File: config.mk
export PLATFORM = sky130hd
export DESIGN_NAME = ws2812_rx
export DESIGN_NICKNAME = d
export VERILOG_FILES = /design/src/rtl/ws2812_rx.sv
export SDC_FILE = /design/constraint.sdc
export NUM_CORES = 1
export LEC_CHECK = 0
export BUFFER_PORTS_ARGS = -buffer_cell sky130_fd_sc_hd__clkbuf_2
export CAP_MARGIN = 20
export CORE_MARGIN = 1.5
export CORE_UTILIZATION = 50
export DETAILED_ROUTE_END_ITERATION = 8
export MAX_ROUTING_LAYER = met4
export PLACE_DENSITY = 0.72
export SYNTH_ARGS = -nofsm -noshare
export SYNTH_HDL_FRONTEND = slang
export SYNTH_SLANG_ARGS = --single-unit
File: constraint.sdc
create_clock -name CLK -period 3.7 [get_ports CLK]
set_input_delay 0.37 -clock CLK [delete_from_list [all_inputs] [get_ports CLK]]
set_output_delay 0.37 -clock CLK [all_outputs]
set_load 0.05 [all_outputs]
File: src/rtl/ws2812_rx.sv
// WS2812 single-wire NRZ receiver: recovers 24-bit colour words, tracks the
// word index within a frame, flags the frame reset gap and timing faults, and
// re-emits the stream after the first word like a cascaded pixel.
//
// state | meaning
// ------+-------------------------------------------------------------
// SYNC  | hunting for a clean low run of TR cycles; nothing is decoded
// IDLE  | frame boundary, line low, waiting for the first rising edge
// HI    | line high, measuring the pulse width of the current bit
// LO    | line low between bits/words, watching for the gap or reset
module ws2812_rx #(
    parameter int TH_MIN    = 8,
    parameter int TH_THRESH = 32,
    parameter int TH_MAX    = 60,
    parameter int TL_MAX    = 200,
    parameter int TR        = 2500,
    parameter int CW        = 12
) (
    input  logic        CLK,
    input  logic        RST,
    input  logic        DIN,
    output logic [23:0] COLOR,
    output logic        COLOR_VALID,
    output logic [7:0]  WORD_IDX,
    output logic        FRAME_END,
    output logic        BIT_ERR,
    output logic        DOUT
);

    typedef enum logic [1:0] {
        S_SYNC = 2'd0,
        S_IDLE = 2'd1,
        S_HI   = 2'd2,
        S_LO   = 2'd3
    } state_t;

    // Pulse widths are measured as cnt+1, so every threshold is compared
    // against cnt directly with the offset folded in here.
    localparam logic [CW-1:0] C_CNT_MAX = '1;
    localparam logic [CW-1:0] C_HMIN_M1 = CW'(TH_MIN - 1);
    localparam logic [CW-1:0] C_THR_M1  = CW'(TH_THRESH - 1);
    localparam logic [CW-1:0] C_HMAX    = CW'(TH_MAX);
    localparam logic [CW-1:0] C_LMAX    = CW'(TL_MAX);
    localparam logic [CW-1:0] C_TR_M1   = CW'(TR - 1);
    localparam logic [7:0]    C_WORD_MAX = 8'hFF;

    state_t          r_state;
    state_t          w_state_nxt;
    logic            r_sync1;
    logic            r_sync2;
    logic            r_s_d;
    logic [CW-1:0]   r_cnt;
    logic [22:0]     r_shift;
    logic [4:0]      r_bit_cnt;
    logic [7:0]      r_word_cnt;
    logic [23:0]     r_color;
    logic            r_color_valid;
    logic [7:0]      r_word_idx;
    logic            r_frame_end;
    logic            r_bit_err;
    logic            r_dout_en;
    logic            r_dout;

    logic            w_s;
    logic            w_rise;
    logic            w_fall;
    logic            w_shift_en;
    logic            w_bit;
    logic            w_word_done;
    logic            w_frame_start;
    logic            w_frame_end;
    logic            w_err;

    assign w_s    = r_sync2;
    assign w_rise = w_s & ~r_s_d;
    assign w_fall = ~w_s & r_s_d;

    // Two-flop synchronizer plus the delayed copy used for edge detection.
    always_ff @(posedge CLK or posedge RST) begin
        if (RST) begin
            r_sync1 <= 1'b0;
            r_sync2 <= 1'b0;
            r_s_d   <= 1'b0;
        end else begin
            r_sync1 <= DIN;
            r_sync2 <= r_sync1;
            r_s_d   <= r_sync2;
        end
    end

    // Run-length counter: restarts on every line edge, saturates at all-ones.
    always_ff @(posedge CLK or posedge RST) begin
        if (RST) begin
            r_cnt <= '0;
        end else if (w_rise || w_fall) begin
            r_cnt <= '0;
        end else if (r_cnt != C_CNT_MAX) begin
            r_cnt <= r_cnt + 1'b1;
        end
    end

    // State register.
    always_ff @(posedge CLK or posedge RST) begin
        if (RST) begin
            r_state <= S_SYNC;
        end else begin
            r_state <= w_state_nxt;
        end
    end

    // Next state and per-cycle decode events.
    always_comb begin
        w_state_nxt   = r_state;
        w_shift_en    = 1'b0;
        w_bit         = 1'b0;
        w_word_done   = 1'b0;
        w_frame_start = 1'b0;
        w_frame_end   = 1'b0;
        w_err         = 1'b0;
        case (r_state)
            S_SYNC: begin
                // The fall cycle still holds the high count, so skip it.
                if (!w_s && !w_fall && (r_cnt >= C_TR_M1)) begin
                    w_state_nxt = S_IDLE;
                end
            end
            S_IDLE: begin
                if (w_rise) begin
                    w_frame_start = 1'b1;
                    w_state_nxt   = S_HI;
                end
            end
            S_HI: begin
                if (w_fall) begin
                    if ((r_cnt < C_HMIN_M1) || (r_cnt >= C_HMAX)) begin
                        w_err       = 1'b1;
                        w_state_nxt = S_SYNC;
                    end else begin
                        w_shift_en  = 1'b1;
                        w_bit       = (r_cnt >= C_THR_M1);
                        w_word_done = (r_bit_cnt == 5'd23);
                        w_state_nxt = S_LO;
                    end
                end else if (r_cnt >= C_HMAX) begin
                    w_err       = 1'b1;
                    w_state_nxt = S_SYNC;
                end
            end
            S_LO: begin
                if (w_rise) begin
                    // A long low is only a fault inside a word; between words
                    // any gap short of the reset time is legal.
                    if ((r_bit_cnt != 5'd0) && (r_cnt >= C_LMAX)) begin
                        w_err       = 1'b1;
                        w_state_nxt = S_SYNC;
                    end else begin
                        w_state_nxt = S_HI;
                    end
                end else if (r_cnt >= C_TR_M1) begin
                    w_frame_end = 1'b1;
                    w_state_nxt = S_IDLE;
                end
            end
            default: begin
                w_state_nxt = S_SYNC;
            end
        endcase
    end

    // Bit shift register and bit/word counters.
    always_ff @(posedge CLK or posedge RST) begin
        if (RST) begin
            r_shift    <= '0;
            r_bit_cnt  <= '0;
            r_word_cnt <= '0;
        end else begin
            if (w_shift_en) begin
                r_shift <= {r_shift[21:0], w_bit};
            end
            if (w_frame_start || w_frame_end || w_err || w_word_done) begin
                r_bit_cnt <= '0;
            end else if (w_shift_en) begin
                r_bit_cnt <= r_bit_cnt + 5'd1;
            end
            if (w_frame_start || w_frame_end || w_err) begin
                r_word_cnt <= '0;
            end else if (w_word_done && (r_word_cnt != C_WORD_MAX)) begin
                r_word_cnt <= r_word_cnt + 8'd1;
            end
        end
    end

    // Registered word output and one-cycle status strobes.
    always_ff @(posedge CLK or posedge RST) begin
        if (RST) begin
            r_color       <= '0;
            r_word_idx    <= '0;
            r_color_valid <= 1'b0;
            r_frame_end   <= 1'b0;
            r_bit_err     <= 1'b0;
        end else begin
            if (w_word_done) begin
                r_color    <= {r_shift, w_bit};
                r_word_idx <= r_word_cnt;
            end
            r_color_valid <= w_word_done;
            r_frame_end   <= w_frame_end;
            r_bit_err     <= w_err | (w_frame_end & (r_bit_cnt != 5'd0));
        end
    end

    // Cascade output: first word is consumed, later traffic is forwarded.
    always_ff @(posedge CLK or posedge RST) begin
        if (RST) begin
            r_dout_en <= 1'b0;
            r_dout    <= 1'b0;
        end else begin
            if (w_err || w_frame_end) begin
                r_dout_en <= 1'b0;
            end else if (w_word_done) begin
                r_dout_en <= 1'b1;
            end
            r_dout <= (r_dout_en && !w_err && !w_frame_end) ? w_s : 1'b0;
        end
    end

    assign COLOR       = r_color;
    assign COLOR_VALID = r_color_valid;
    assign WORD_IDX    = r_word_idx;
    assign FRAME_END   = r_frame_end;
    assign BIT_ERR     = r_bit_err;
    assign DOUT        = r_dout;

endmodule

==> impl_metrics.sql <==
INSERT INTO impl_metrics (metric_group, metric, value, unit) VALUES
('placed_design', 'pre_cts_setup_slack', '1.04', 'ns'),
('drt', 'drt.antenna.violating_nets', '0', ''),
('final_layout', 'layout_common_cells', '90 x dfrtp_1, 84 x nand2_1, 38 x clkbuf_2', ''),
('synth', 'synth_fp_nets', '384', ''),
('drt', 'vias', '2749', ''),
('worst_setup_path', 'critPathArrivalTime', '2.93', 'ns'),
('worst_setup_path', 'path_max_fanout', '28', ''),
('final_layout', 'num_antenna_cells', '0', ''),
('cts', 'clk_transition_reported_paths', '0.10', 'ns'),
('synth', 'synth_sequential_area_ratio', '56.8', '%'),
('synth', 'synth_enable_flop_cells', '0', ''),
('sta', 'min_period_over_period', '72.0', '%'),
('synth', 'ys_types', '43', ''),
('die', 'chip_width', '92.1', 'um'),
('die', 'core_area', '0.00769', 'mm2'),
('synth', 'synthArstFlopShare', '100', '%'),
('power_and_ir_drop', 'p_per_area', '381', 'mW/mm2'),
('sta', 'report.final.setup_viol', '0', ''),
('grt', 'antenna_found_initial', '0', ''),
('drt', 'route.detailed.drc', '0', ''),
('run', 'maxCapViolCount', '0', ''),
('sta', 'achievable-frequency', '375', 'MHz'),
('die', 'fp.dieArea', '0.00847', 'mm2'),
('cts', 'root_buffer', 'clkbuf_8', ''),
('grt', 'maximum_number_of_pins_on_one_net_before_global_route_repair', '35', ''),
('die', 'floorplan.initialDensity', '51.6', '%'),
('sta', 'hold_viol_final', '0', ''),
('final_layout', 'area.growth.synth_to_final', '12.1', '%'),
('synth', 'synthesis.area', '0.00397', 'mm2'),
('worst_hold_path', 'holdPathStages', '1', ''),
('synth', 'synth_area_per_cell', '10.6', 'um2'),
('final_layout', 'final_common_cell', 'dfrtp_1', ''),
('cts', 'postCtsResizedCells', '0', ''),
('sta', 'timing_max_transition_violations_final', '0', ''),
('grt', 'globalRoute.totalOverflow', '0', ''),
('synth', 'synth_warnings', '0', ''),
('worst_setup_path', 'reg2reg_depth', '5', ''),
('sta', 'timing.final.ws_setup', '1.03', 'ns'),
('power_and_ir_drop', 'irDropWorstVdd', '0.210', 'mV'),
('grt', 'grt_pass1_vias', '2675', ''),
('drt', 'drt-pass1-iter-count', '4', ''),
('sta', 'fin_worst_skew', '0.00861', 'ns'),
('worst_setup_path', 'cp-start-kind', 'register', ''),
('sta', 'worstMarginPinSlew', '0.900', 'ns'),
('drt', 'drt-initial-drc-count', '152', ''),
('cts', 'clock_sinks', '90', ''),
('sta', 'slew-limit-headroom', '40.0', '%'),
('placed_design', 'gp_routability_congestion', '0.885', ''),
('die', 'total_i_o_pin_count', '39', ''),
('final_layout', 'final_core_utilization', '57.8', '%'),
('synth', 'ys_ff_latch', '90', ''),
('worst_hold_path', 'timing.hold.worst.class', 'input port to register', ''),
('cts', 'clock_path_buffers', '2', ''),
('grt', 'grt_pass1_wl', '12500', 'um'),
('drt', 'route.detailed.wl_per_inst', '14.0', 'um'),
('cts', 'ctsHtreeMaxLevel', '3', ''),
('worst_setup_path', 'timing.critical_path.to_type', 'register', ''),
('drt', 'avgViaCountPerCell', '5.32', ''),
('cts', 'cts_setup_buffers', '0', ''),
('cts', 'cts_inserted_buffers', '9', ''),
('power_and_ir_drop', 'power.leakage', '2.30', 'nW'),
('synth', 'ys.flop_type', 'dfrtp_1', ''),
('grt', 'track_usage', '19.4', '%'),
('placed_design', 'dpl.cell_count', '500', ''),
('synth', 'synthCells', '373', ''),
('die', 'die_y', '92.1', 'um'),
('placed_design', 'dpl.hpwl', '4970', 'um'),
('final_layout', 'layout.cells.non_filler', '517', ''),
('sta', 'timing.final.crit_period', '2.67', 'ns'),
('sta', 'unrepaired_setup_endpoints_after_global_routing', 'false', ''),
('cts', 'tritoncts', 'done', ''),
('worst_setup_path', 'critical_path_class', 'register to register', ''),
('worst_setup_path', 'worst-endpoint-required', '3.97', 'ns'),
('placed_design', 'buffer_ports.inserted', '38', ''),
('final_layout', 'drive_gt1_share', '23.1', '%'),
('final_layout', 'design.final.nets', '421', ''),
('die', 'rows', '32', ''),
('cts', 'skew_pair_late_insertion_delay', '0.36', 'ns'),
('sta', 'totalNegativeSetupSlack', '0', 'ns'),
('status', 'run_status', 'complete, no violations', ''),
('drt', 'route.final.wire_length', '7250', 'um');
==> report_power, final <==
part | leakage [nW] | switching (W) | internal [W] | total [W]
registers | 1.25 | 0.00000830 | 0.000990 | 0.000998
logic | 0.955 | 0.0000350 | 0.0000114 | 0.0000464
clock network | 0.100 | 0.000383 | 0.000265 | 0.000648
total | 2.30 | 0.000426 | 0.00127 | 0.00169
==> area by class of cell <==
cell class	count	area [um2]
Clock inverter	7	68.8
Multi-Input combinational cell	254	1600
Fill cell	669	3240
Tap cell	102	128
Inverter	12	46.3
Timing Repair Buffer	43	230
Clock buffer	9	124
Sequential cell	90	2250
==> cell usage after synthesis, types with 2 or more instances <==
library cell	instances	area (um2)
buf_2	4	20.0
xor2_1	4	35.0
xnor2_1	9	78.8
mux2i_1	4	40.0
or4_1	3	22.5
o21ai_0	5	25.0
ha_1	8	100
nor4_1	5	31.3
a21o_1	2	15.0
a21oi_1	8	40.0
dfrtp_1	90	2250
nor2b_1	2	12.5
nand2_1	84	315
inv_1	12	45.0
nand4_1	4	25.0
o211ai_1	5	37.5
nand3_1	12	60.1
nand2b_1	2	12.5
and3_1	6	37.5
clkbuf_1	12	45.0
mux2_2	32	360
nor2_1	31	116
and4b_1	2	20.0
nor3_1	8	40.0
==> cell families after synthesis <==
kind of cell	count (synthesis)	synth area share (%)
AO/OA/AOI/OAI	29	4.92
XOR/XNOR	13	2.87
adder cells (fa/ha/maj)	8	2.52
buffers and inverters	29	3.06
flip-flops	90	56.8
multiplexers	36	10.1
AND/OR/NAND/NOR	168	19.7
==> path summary, 6_finish.rpt <==
kind	start	endpoint	slack (ns)
hold / removal	DIN	r_sync1$_DFF_PP0_	0.13
min in group asynchronous	RST	r_cnt[5]$_DFFE_PP0P_	0.54
setup / recovery	r_cnt[11]$_DFFE_PP0P_	r_bit_cnt[4]$_DFFE_PP0P_	1.03
setup reg to reg	r_cnt[11]$_DFFE_PP0P_	r_bit_cnt[4]$_DFFE_PP0P_	1.03
max in group asynchronous	RST	WORD_IDX[6]$_DFFE_PP0P_	2.38
hold reg to reg	r_sync1$_DFF_PP0_	r_sync2$_DFF_PP0_	0.37
==> worst max-delay path: stages (launching register included) <==
cell and delay [ns]:
dfrtp_1 0.48, nor4_4 0.35, nand4_2 0.35, or2_1 0.68
or4_1 0.54, a21oi_1 0.16
==> stage by stage <==
stage          instance area [um2]  hold slack (ns)  power [W]
2_1_floorplan                 3970            0.331    0.00105
3_3_place_gp                  4240            0.334    0.00106
3_5_place_dp                  4240            0.346    0.00106
4_1_cts                       4450            0.112    0.00171
5_1_grt                       4450            0.122    0.00176
6_report                      4450            0.127    0.00169
==> sequential cells by signal, indices dropped and copies added, names as in the netlist, 2 cells and up <==
register / count
r_bit_cnt: 5
COLOR: 24
r_state: 2
WORD_IDX: 8
r_word_cnt: 8
r_cnt: 12
r_shift: 23
==> per-layer routing <==
metal / vias to the layer above / GRT usage (%) / routed length, um
li1: 1342 / - / -
met1: 1339 / 25.5 / 3470
met2: 61 / 29.4 / 3370
met3: 7 / 4.06 / 292
met4: 0 / 8.33 / 110
met5: - / - / 0
==> repair_timing <==
action	4_1_cts	5_1_grt
endpoints found under the setup margin	0	0
hold buffers	1	0
hold endpoints to repair	24	0
Power figures use the tool's default switching activity.
